## config.mk

```make
export PLATFORM = sky130hd
export DESIGN_NAME = seq_divider
export DESIGN_NICKNAME = d
export VERILOG_FILES = /design/src/rtl/seq_divider.sv
export SDC_FILE = /design/constraint.sdc
export NUM_CORES = 1
export LEC_CHECK = 0
export CORE_ASPECT_RATIO = 0.8
export CORE_UTILIZATION = 51
export CTS_CLUSTER_SIZE = 12
export DETAILED_ROUTE_END_ITERATION = 16
export GPL_ROUTABILITY_DRIVEN = 0
export GPL_TIMING_DRIVEN = 0
export PLACE_DENSITY = 0.86
export REMOVE_ABC_BUFFERS = 1
export SETUP_SLACK_MARGIN = 0.2
export SYNTH_ARGS = -nofsm -noshare
export SYNTH_HDL_FRONTEND = slang
export SYNTH_SLANG_ARGS = --single-unit
```

## constraint.sdc

```tcl
create_clock -name clk_i -period 2.54 [get_ports clk_i]
set_clock_uncertainty 0.2 [all_clocks]
set_input_delay 0.381 -clock clk_i [delete_from_list [all_inputs] [get_ports clk_i]]
set_output_delay 0.381 -clock clk_i [all_outputs]
set_load 0.03 [all_outputs]
```

## src/rtl/seq_divider.sv

```systemverilog
// seq_divider
//   Sequential restoring divider: unsigned DVD_W-bit dividend divided by a
//   DVS_W-bit divisor, one quotient bit per clock, MSB first. Shares the
//   start/enable handshake of the shift-add sequential multiplier.
//
//   Optional feature macro: SEQ_DIV_ZERO_DETECT_EN
//     When defined, a start with divisor 0 skips the iteration, goes straight
//     to DONE with quotient all ones, remainder 0 and raises div_zero_o.
//
// Ports
//   clk_i         in   1      clock, rising edge
//   reset_i       in   1      asynchronous active-high reset
//   div_enable_i  in   1      start request, sampled only in IDLE
//   dividend_i    in   DVD_W  dividend, captured on the start edge
//   divisor_i     in   DVS_W  divisor, captured on the start edge
//   quotient_o    out  DVD_W  quotient, held until the next result
//   remainder_o   out  DVS_W  remainder, held until the next result
//   busy_o        out  1      high while iterating (RUN)
//   done_o        out  1      one-cycle pulse, results valid from this cycle
//   div_zero_o    out  1      (macro only) last start had divisor 0
module seq_divider #(
  parameter int DVD_W = 8,
  parameter int DVS_W = 4
) (
  input  logic             clk_i,
  input  logic             reset_i,
  input  logic             div_enable_i,
  input  logic [DVD_W-1:0] dividend_i,
  input  logic [DVS_W-1:0] divisor_i,
  output logic [DVD_W-1:0] quotient_o,
  output logic [DVS_W-1:0] remainder_o,
  output logic             busy_o,
  output logic             done_o
`ifdef SEQ_DIV_ZERO_DETECT_EN
  ,
  output logic             div_zero_o
`endif
);

  localparam int CNT_W = $clog2(DVD_W + 1);

  typedef enum logic [1:0] {
    IDLE = 2'd0,
    RUN  = 2'd1,
    DONE = 2'd2
  } state_t;

  state_t state_q, state_d;

  // Dividend bits leave at the MSB while quotient bits enter at the LSB, so
  // after DVD_W steps this register holds the complete quotient.
  logic [DVD_W-1:0] shift_q, shift_d;
  logic [DVS_W:0]   rem_q, rem_d;
  logic [DVS_W-1:0] dvs_q, dvs_d;
  logic [CNT_W-1:0] cnt_q, cnt_d;
  logic [DVD_W-1:0] quo_q, quo_d;
  logic [DVS_W-1:0] remout_q, remout_d;
`ifdef SEQ_DIV_ZERO_DETECT_EN
  logic             dz_q, dz_d;
`endif

  // One restoring step.
  logic [DVS_W:0] trial;
  logic [DVS_W:0] diff;
  logic           q_bit;

  always_comb begin
    trial = {rem_q[DVS_W-1:0], shift_q[DVD_W-1]};
    diff  = trial - {1'b0, dvs_q};
    q_bit = (trial >= {1'b0, dvs_q});
  end

  always_comb begin
    state_d  = state_q;
    shift_d  = shift_q;
    rem_d    = rem_q;
    dvs_d    = dvs_q;
    cnt_d    = cnt_q;
    quo_d    = quo_q;
    remout_d = remout_q;
`ifdef SEQ_DIV_ZERO_DETECT_EN
    dz_d     = dz_q;
`endif

    case (state_q)
      IDLE: begin
        if (div_enable_i) begin
`ifdef SEQ_DIV_ZERO_DETECT_EN
          if (divisor_i == '0) begin
            // Division by zero short-circuits the iteration entirely.
            quo_d    = '1;
            remout_d = '0;
            dz_d     = 1'b1;
            state_d  = DONE;
          end else begin
            dz_d    = 1'b0;
            shift_d = dividend_i;
            dvs_d   = divisor_i;
            rem_d   = '0;
            cnt_d   = CNT_W'(DVD_W);
            state_d = RUN;
          end
`else
          shift_d = dividend_i;
          dvs_d   = divisor_i;
          rem_d   = '0;
          cnt_d   = CNT_W'(DVD_W);
          state_d = RUN;
`endif
        end
      end

      RUN: begin
        rem_d   = q_bit ? diff : trial;
        shift_d = {shift_q[DVD_W-2:0], q_bit};
        cnt_d   = cnt_q - CNT_W'(1);
        if (cnt_q == CNT_W'(1)) begin
          // Final step: publish the results on this edge.
          quo_d    = {shift_q[DVD_W-2:0], q_bit};
          remout_d = rem_d[DVS_W-1:0];
          state_d  = DONE;
        end
      end

      DONE: begin
        state_d = IDLE;
      end

      default: begin
        state_d = IDLE;
      end
    endcase
  end

  always_ff @(posedge clk_i or posedge reset_i) begin
    if (reset_i) begin
      state_q  <= IDLE;
      shift_q  <= '0;
      rem_q    <= '0;
      dvs_q    <= '0;
      cnt_q    <= '0;
      quo_q    <= '0;
      remout_q <= '0;
`ifdef SEQ_DIV_ZERO_DETECT_EN
      dz_q     <= 1'b0;
`endif
    end else begin
      state_q  <= state_d;
      shift_q  <= shift_d;
      rem_q    <= rem_d;
      dvs_q    <= dvs_d;
      cnt_q    <= cnt_d;
      quo_q    <= quo_d;
      remout_q <= remout_d;
`ifdef SEQ_DIV_ZERO_DETECT_EN
      dz_q     <= dz_d;
`endif
    end
  end

  assign quotient_o  = quo_q;
  assign remainder_o = remout_q;
  assign busy_o      = (state_q == RUN);
  assign done_o      = (state_q == DONE);
`ifdef SEQ_DIV_ZERO_DETECT_EN
  assign div_zero_o  = dz_q;
`endif

endmodule

```

==> out/metrics.yaml, run 1 <==
path_class: "register to output pin"
path_max_fanout: 14
postCtsSetupBuffers: 0
ys_seq_area_share_pct: 54.0
r2r_end: "quotient_o[5]"
hold_viol: 0
start_util_pct: 55.3
core_region_area_um2: 2850
r2r_start: "state_q[1]"
routed_wl_um: 3590
crit_path_start_kind: "register"
grt.total_usage_pct: 23.6
clock_latency_ns: 0.29
synth_edf_count: 0
syn_inst: 159
async_flop_share_pct: 100
switchingPower_mw: 1.35
whs_ns: 0.181
drt-wirelength-per-cell_um: 15.6
reg2reg_depth: 6
worst_slack_ns: 0.227
die_area_um2: 3320
dp_hpwl_um: 2380
diodes: 0
nFillCells: 202
yosysUniqueCellTypes: 35
final_cell_mix: "nand2_1, dfrtp_1, clkdlybuf4s50_1"
drive_above_1_share_pct: 10.4
synth_area_leader_cell: "dfrtp_1"
ys_seq_elements: 34
nNetsFinal: 213
vias: 1278
post-route-util_pct: 71.0
tightest_slew_ns: 0.785
place_ws_ns: -0.536
first_iter_violations: 110
final_cells: 230
ys.flop_type: "dfrtp_1"
required_ns: 1.96
vdd_drop_max_mv: 0.803
clockBufferDepth: 2
fmax_mhz: 432
viasPerCell: 5.56
dr.pass1.iters: 5
outcome: "finished, final reports clean"
power.share.sequential_pct: 32.8
slew_viol_final: 0
cts_buffers: 5
multiInputGateArea_um2: 688
drc: 0
fp-row-count: 17
placed_cells: 220
grt_pass1_wl_um: 5770
hold_class: "input port to asynchronous set/reset pin"
io_buffers: 28
rsz0062_at_grt: "true"
cts_tree: "yes"
syn_area_per_cell_um2: 9.92
path_clk_slew_ns: 0.07
grt_overflow_total: 0
die_h_um: 51.7
yosys_warnings: 0
p_leak_nw: 0.933
ctsRootBufferMaster: "clkbuf_8"
worstSetupStartpoint: "state_q[1]"
synth_area_um2: 1580
grt_max_degree: 35
detail-route-antenna-nets: 0
setup_viol: 0
max_slew_margin_pct: 47.5
arrival_ns: 1.73
rrSetupSlack_ns: 0.38
antenna_found_initial: 0
htree_levels: 2
die_w_um: 64.2
grt_pass1_vias: 1281
p_clk_share_pct: 13.4
hold_buffers: 0
period_share_pct: 91.1
critPathCaptureType: "output pin"
cts_num_sinks: 34
drv_cap: 0
fin_crit_ns: 2.31
sw_frac_of_total_pct: 44.2
pin_count: 29
cellPowerDensity_nw_per_um2: 1510
intPower_mw: 1.71
yosys.area.top_type_share_pct: 54.0
area_growth_pct: 28.4
synthTopCellsByArea: "dfrtp_1, nand2_1, ha_1"
p_comb_share_pct: 53.9
register_area_um2: 851
final_common_cell: "nand2_1"
==> how the worst max path moves through the flow <==
| stage | endpoint | cells past startpoint |
|---|---|---|
| 6_report | busy_o | 3 |
| 2_1_floorplan | shift_q[0] | 4 |
| 3_3_place_gp | shift_q[0] | 5 |
| 3_5_place_dp | shift_q[0] | 5 |
| 4_1_cts | shift_q[3] | 5 |
| 5_1_grt | busy_o | 3 |
==> registers in the layout, summed over array words and instances (netlist names) <==
signal,flops
quotient_o,8
shift_q,8
cnt_q,4
dvs_q,4
rem_q,4
remainder_o,4
state_q,2
==> power by group through the flow <==
stage / combinational [mW] / clock [mW] / sequential, mW
global route: 1.78 / 0.433 / 1.03
floorplan: 0.971 / 0 / 1.13
global placement: 1.51 / 0 / 0.971
finish: 1.65 / 0.409 / 1.00
detailed placement: 1.60 / 0 / 0.994
CTS: 1.62 / 0.408 / 0.991
==> layout make-up <==
cell class / instances / share of cell area (%)
clock buffer: 7 / 4.26
sequential: 34 / 42.0
tap: 38 / 2.35
inverter: 10 / 1.98
multi-input combinational: 111 / 34.0
clock inverter: 1 / 0.247
timing repair buffer: 29 / 15.1
==> kinds of logic after synthesis <==
| group | count (synthesis) | synth area share, % |
|---|---|---|
| AND/OR/NAND/NOR | 66 | 18.3 |
| flip-flops | 34 | 54.0 |
| AO/OA/AOI/OAI | 32 | 14.4 |
| buffers and inverters | 15 | 3.73 |
| adder cells (fa/ha/maj) | 7 | 6.03 |
| multiplexers | 4 | 2.94 |
| XOR/XNOR | 1 | 0.556 |
==> stage by stage <==
stage	setup TNS (ns)	instance area, um2	total power, mW
finish	0	2020	3.06
global route	0	2020	3.24
CTS	0	1980	3.02
detailed placement	-4.19	1880	2.59
global placement	-3.31	1880	2.48
floorplan	0	1560	2.10
==> what timing repair did <==
action,4_1_cts,5_1_grt
setup endpoints to repair,12,8
cloned,0,1
resized for setup,4,0
hold endpoints to repair,0,0
==> layer usage <==
layer  GRT usage (%)  vias up  part of all wire [%]
li1                -      608                     -
met3            5.92        5                   5.3
met5               0        -                     0
met2            43.4       46                    52
met1            26.1      619                    42
met4            10.4        0                   1.1
==> critical path, stage by stage (launching register included) <==
cell and delay, ns:
dfrtp_1 0.45, nand2b_2 0.37, inv_4 0.21, dlygate4sd2_1 0.42
==> synthesized netlist by cell type (3+ instances only) <==
cell type	number
inv_1	8
a22oi_1	7
dfrtp_1	34
ha_1	6
nand2_1	49
nor3_1	4
o22ai_1	4
o21ai_1	9
nor2_1	4
clkbuf_1	3
Note: power is estimated with default switching activity, not from simulation.
==> inputs of run 2 (changes only) <==
- clock period: 2.54 -> 2.4 ns (I/O delays scaled with it)
==> out/metrics.yaml, run 2 (same netlist as run 1, synthesis figures left out) <==
grt_max_degree: 35  # unchanged
hold_buffers: 0  # unchanged
final_cells: 231  # +0.43%
intPower_mw: 1.84  # +7.7%
period_share_pct: 86.6
grt_overflow_total: 0  # unchanged
vdd_drop_max_mv: 0.857  # +6.7%
area_growth_pct: 29.7
vias: 1283  # +0.39%
p_total_mw: 3.28  # +7.2%
nFillCells: 199  # -1.5%
p_leak_nw: 0.959  # +2.7%
switchingPower_mw: 1.44  # +6.6%
dp_hpwl_um: 2380  # unchanged
antenna_found_initial: 0  # unchanged
slew_viol_final: 0  # unchanged
post-route-cell-area_um2: 2040  # +0.99%
nNetsFinal: 214  # +0.47%
grt_pass1_wl_um: 5900  # +2.3%
critPathCaptureType: "register"
power.share.sequential_pct: 32.5  # -0.3 points
required_ns: 2.39  # +0.43 ns
drt-wirelength-per-cell_um: 15.7  # +0.26%
multiInputGateArea_um2: 696  # +1.1%
final_common_cell: "nand2_1"
pin_count: 29  # unchanged
htree_levels: 2  # unchanged
max_slew_margin_pct: 45.4  # -2.1 points
arrival_ns: 2.07  # +0.34 ns
placed_cells: 220  # unchanged
drv_cap: 0  # unchanged
tightest_slew_ns: 0.816  # +0.0313 ns
clock_latency_ns: 0.29  # about the same
fp-row-count: 17  # unchanged
register_area_um2: 851  # unchanged
io_buffers: 28  # unchanged
rsz0062_at_grt: "false"
sw_frac_of_total_pct: 44.0  # -0.27 points
diodes: 0  # unchanged
drive_above_1_share_pct: 12.4  # +2.0 points
grt.total_usage_pct: 24.2  # +0.64 points
p_comb_share_pct: 54.4  # +0.5 points
cts_buffers: 5  # unchanged
path_max_fanout: 2  # -12
p_clk_share_pct: 13.1  # -0.3 points
path_class: "register to register"
detail-route-antenna-nets: 0  # unchanged
cellPowerDensity_nw_per_um2: 1600  # +6.2%
dr.pass1.iters: 4  # -1
cts_tree: "yes"
first_iter_violations: 91  # -17%
routed_wl_um: 3620  # +0.70%
hold_viol: 0  # unchanged
clockBufferDepth: 2  # unchanged
grt_pass1_vias: 1290  # +0.70%
viasPerCell: 5.55  # about the same
core_region_area_um2: 2850  # unchanged
final_cell_mix: "nand2_1, dfrtp_1, clkdlybuf4s50_1"
ctsRootBufferMaster: "clkbuf_8"
placed_area_um2: 1880  # unchanged
die_area_um2: 3320  # unchanged
fmax_mhz: 481
cts_num_sinks: 34  # unchanged
crit_path_start_kind: "register"
drc: 0  # unchanged
fin_crit_ns: 2.08
outcome: "finished, final reports clean"
hold_class: "input port to asynchronous set/reset pin"
die_w_um: 64.2  # unchanged
start_util_pct: 55.3  # unchanged
path_clk_slew_ns: 0.07  # about the same
setup_viol: 0  # unchanged
die_h_um: 51.7  # unchanged
## run 2: changes by cell type in the layout (fill, tap and decap cells not counted)
cell / change
nand2_1: -1
nand2b_2: -1
inv_2: +1
nand2_2: +1
dlygate4sd2_1: -1
dlymetal6s2s_1: +1
buf_4: +1
clkdlybuf4s50_1: -1
clkdlybuf4s15_2: +1
nand2b_4: +1
inv_1: -1
## run 2: worst paths after layout
check                                 to  slack [ns]  cells past startpoint     startpoint
max                             rem_q[3]        0.32                      6       dvs_q[0]
min                           state_q[1]        0.16                      2        reset_i
max reg2reg                     rem_q[3]        0.32                      6       dvs_q[0]
min reg2reg                quotient_o[7]        0.27                      2  quotient_o[7]
max in group asynchronous  quotient_o[6]        1.40                      3        reset_i
min in group clk_i         quotient_o[7]        0.27                      2  quotient_o[7]
## run 2: power by group through the flow
stage                     Clock (mW)  Sequential [mW]  Combinational [mW]
after global placement             0             1.03                1.59
after floorplan                    0             1.19                1.03
final                          0.431             1.07                1.78
after detailed placement           0             1.05                1.69
after global routing           0.456             1.09                1.94
after CTS                      0.432             1.05                1.73
## run 2: what timing repair did
| item | 4_1_cts | 5_1_grt |
|---|---|---|
| resized for setup | 6 | 4 |
| cloned | 1 | 0 |
| pin swaps | 0 | 4 |
| setup buffers | 0 | 1 |
| hold endpoints to repair | 0 | 0 |
| endpoints found under the setup margin | 30 | 14 |
## run 2: worst max-delay path, stage by stage (launching register included)
cell and delay, ns:
dfrtp_1 0.39, ha_1 0.29, nand2b_1 0.17, a211oi_2 0.25
nor2_1 0.11, a211o_1 0.35, o32ai_2 0.22
## run 2: layout make-up
type | instances | area share, %
inverters | 10 | 1.96
flip-flops and latches | 34 | 41.6
repair buffers | 30 | 15.6
clock inverters | 1 | 0.245
multi-input cells | 111 | 34.0
clock buffers | 7 | 4.22
well taps | 38 | 2.33
## run 2: metal layers
layer / vias up / global-route usage (%) / share of wire [%]
met5: - / 0 / 0
met3: 7 / 5.92 / 4.3
met2: 37 / 43.6 / 51
met1: 628 / 27.6 / 43
met4: 0 / 11.1 / 1.6
li1: 611 / - / -
## run 2: through the flow
stage	TNS, ns	hold WS [ns]	utilization [%]	setup WS [ns]
2_1_floorplan	0	0.257	-	0.310
3_3_place_gp	-5.30	0.257	66.1	-0.621
3_5_place_dp	-6.49	0.262	66.1	-0.655
4_1_cts	0	0.278	70.1	0.231
5_1_grt	0	0.195	71.7	0.218
6_report	0	0.158	71.7	0.322
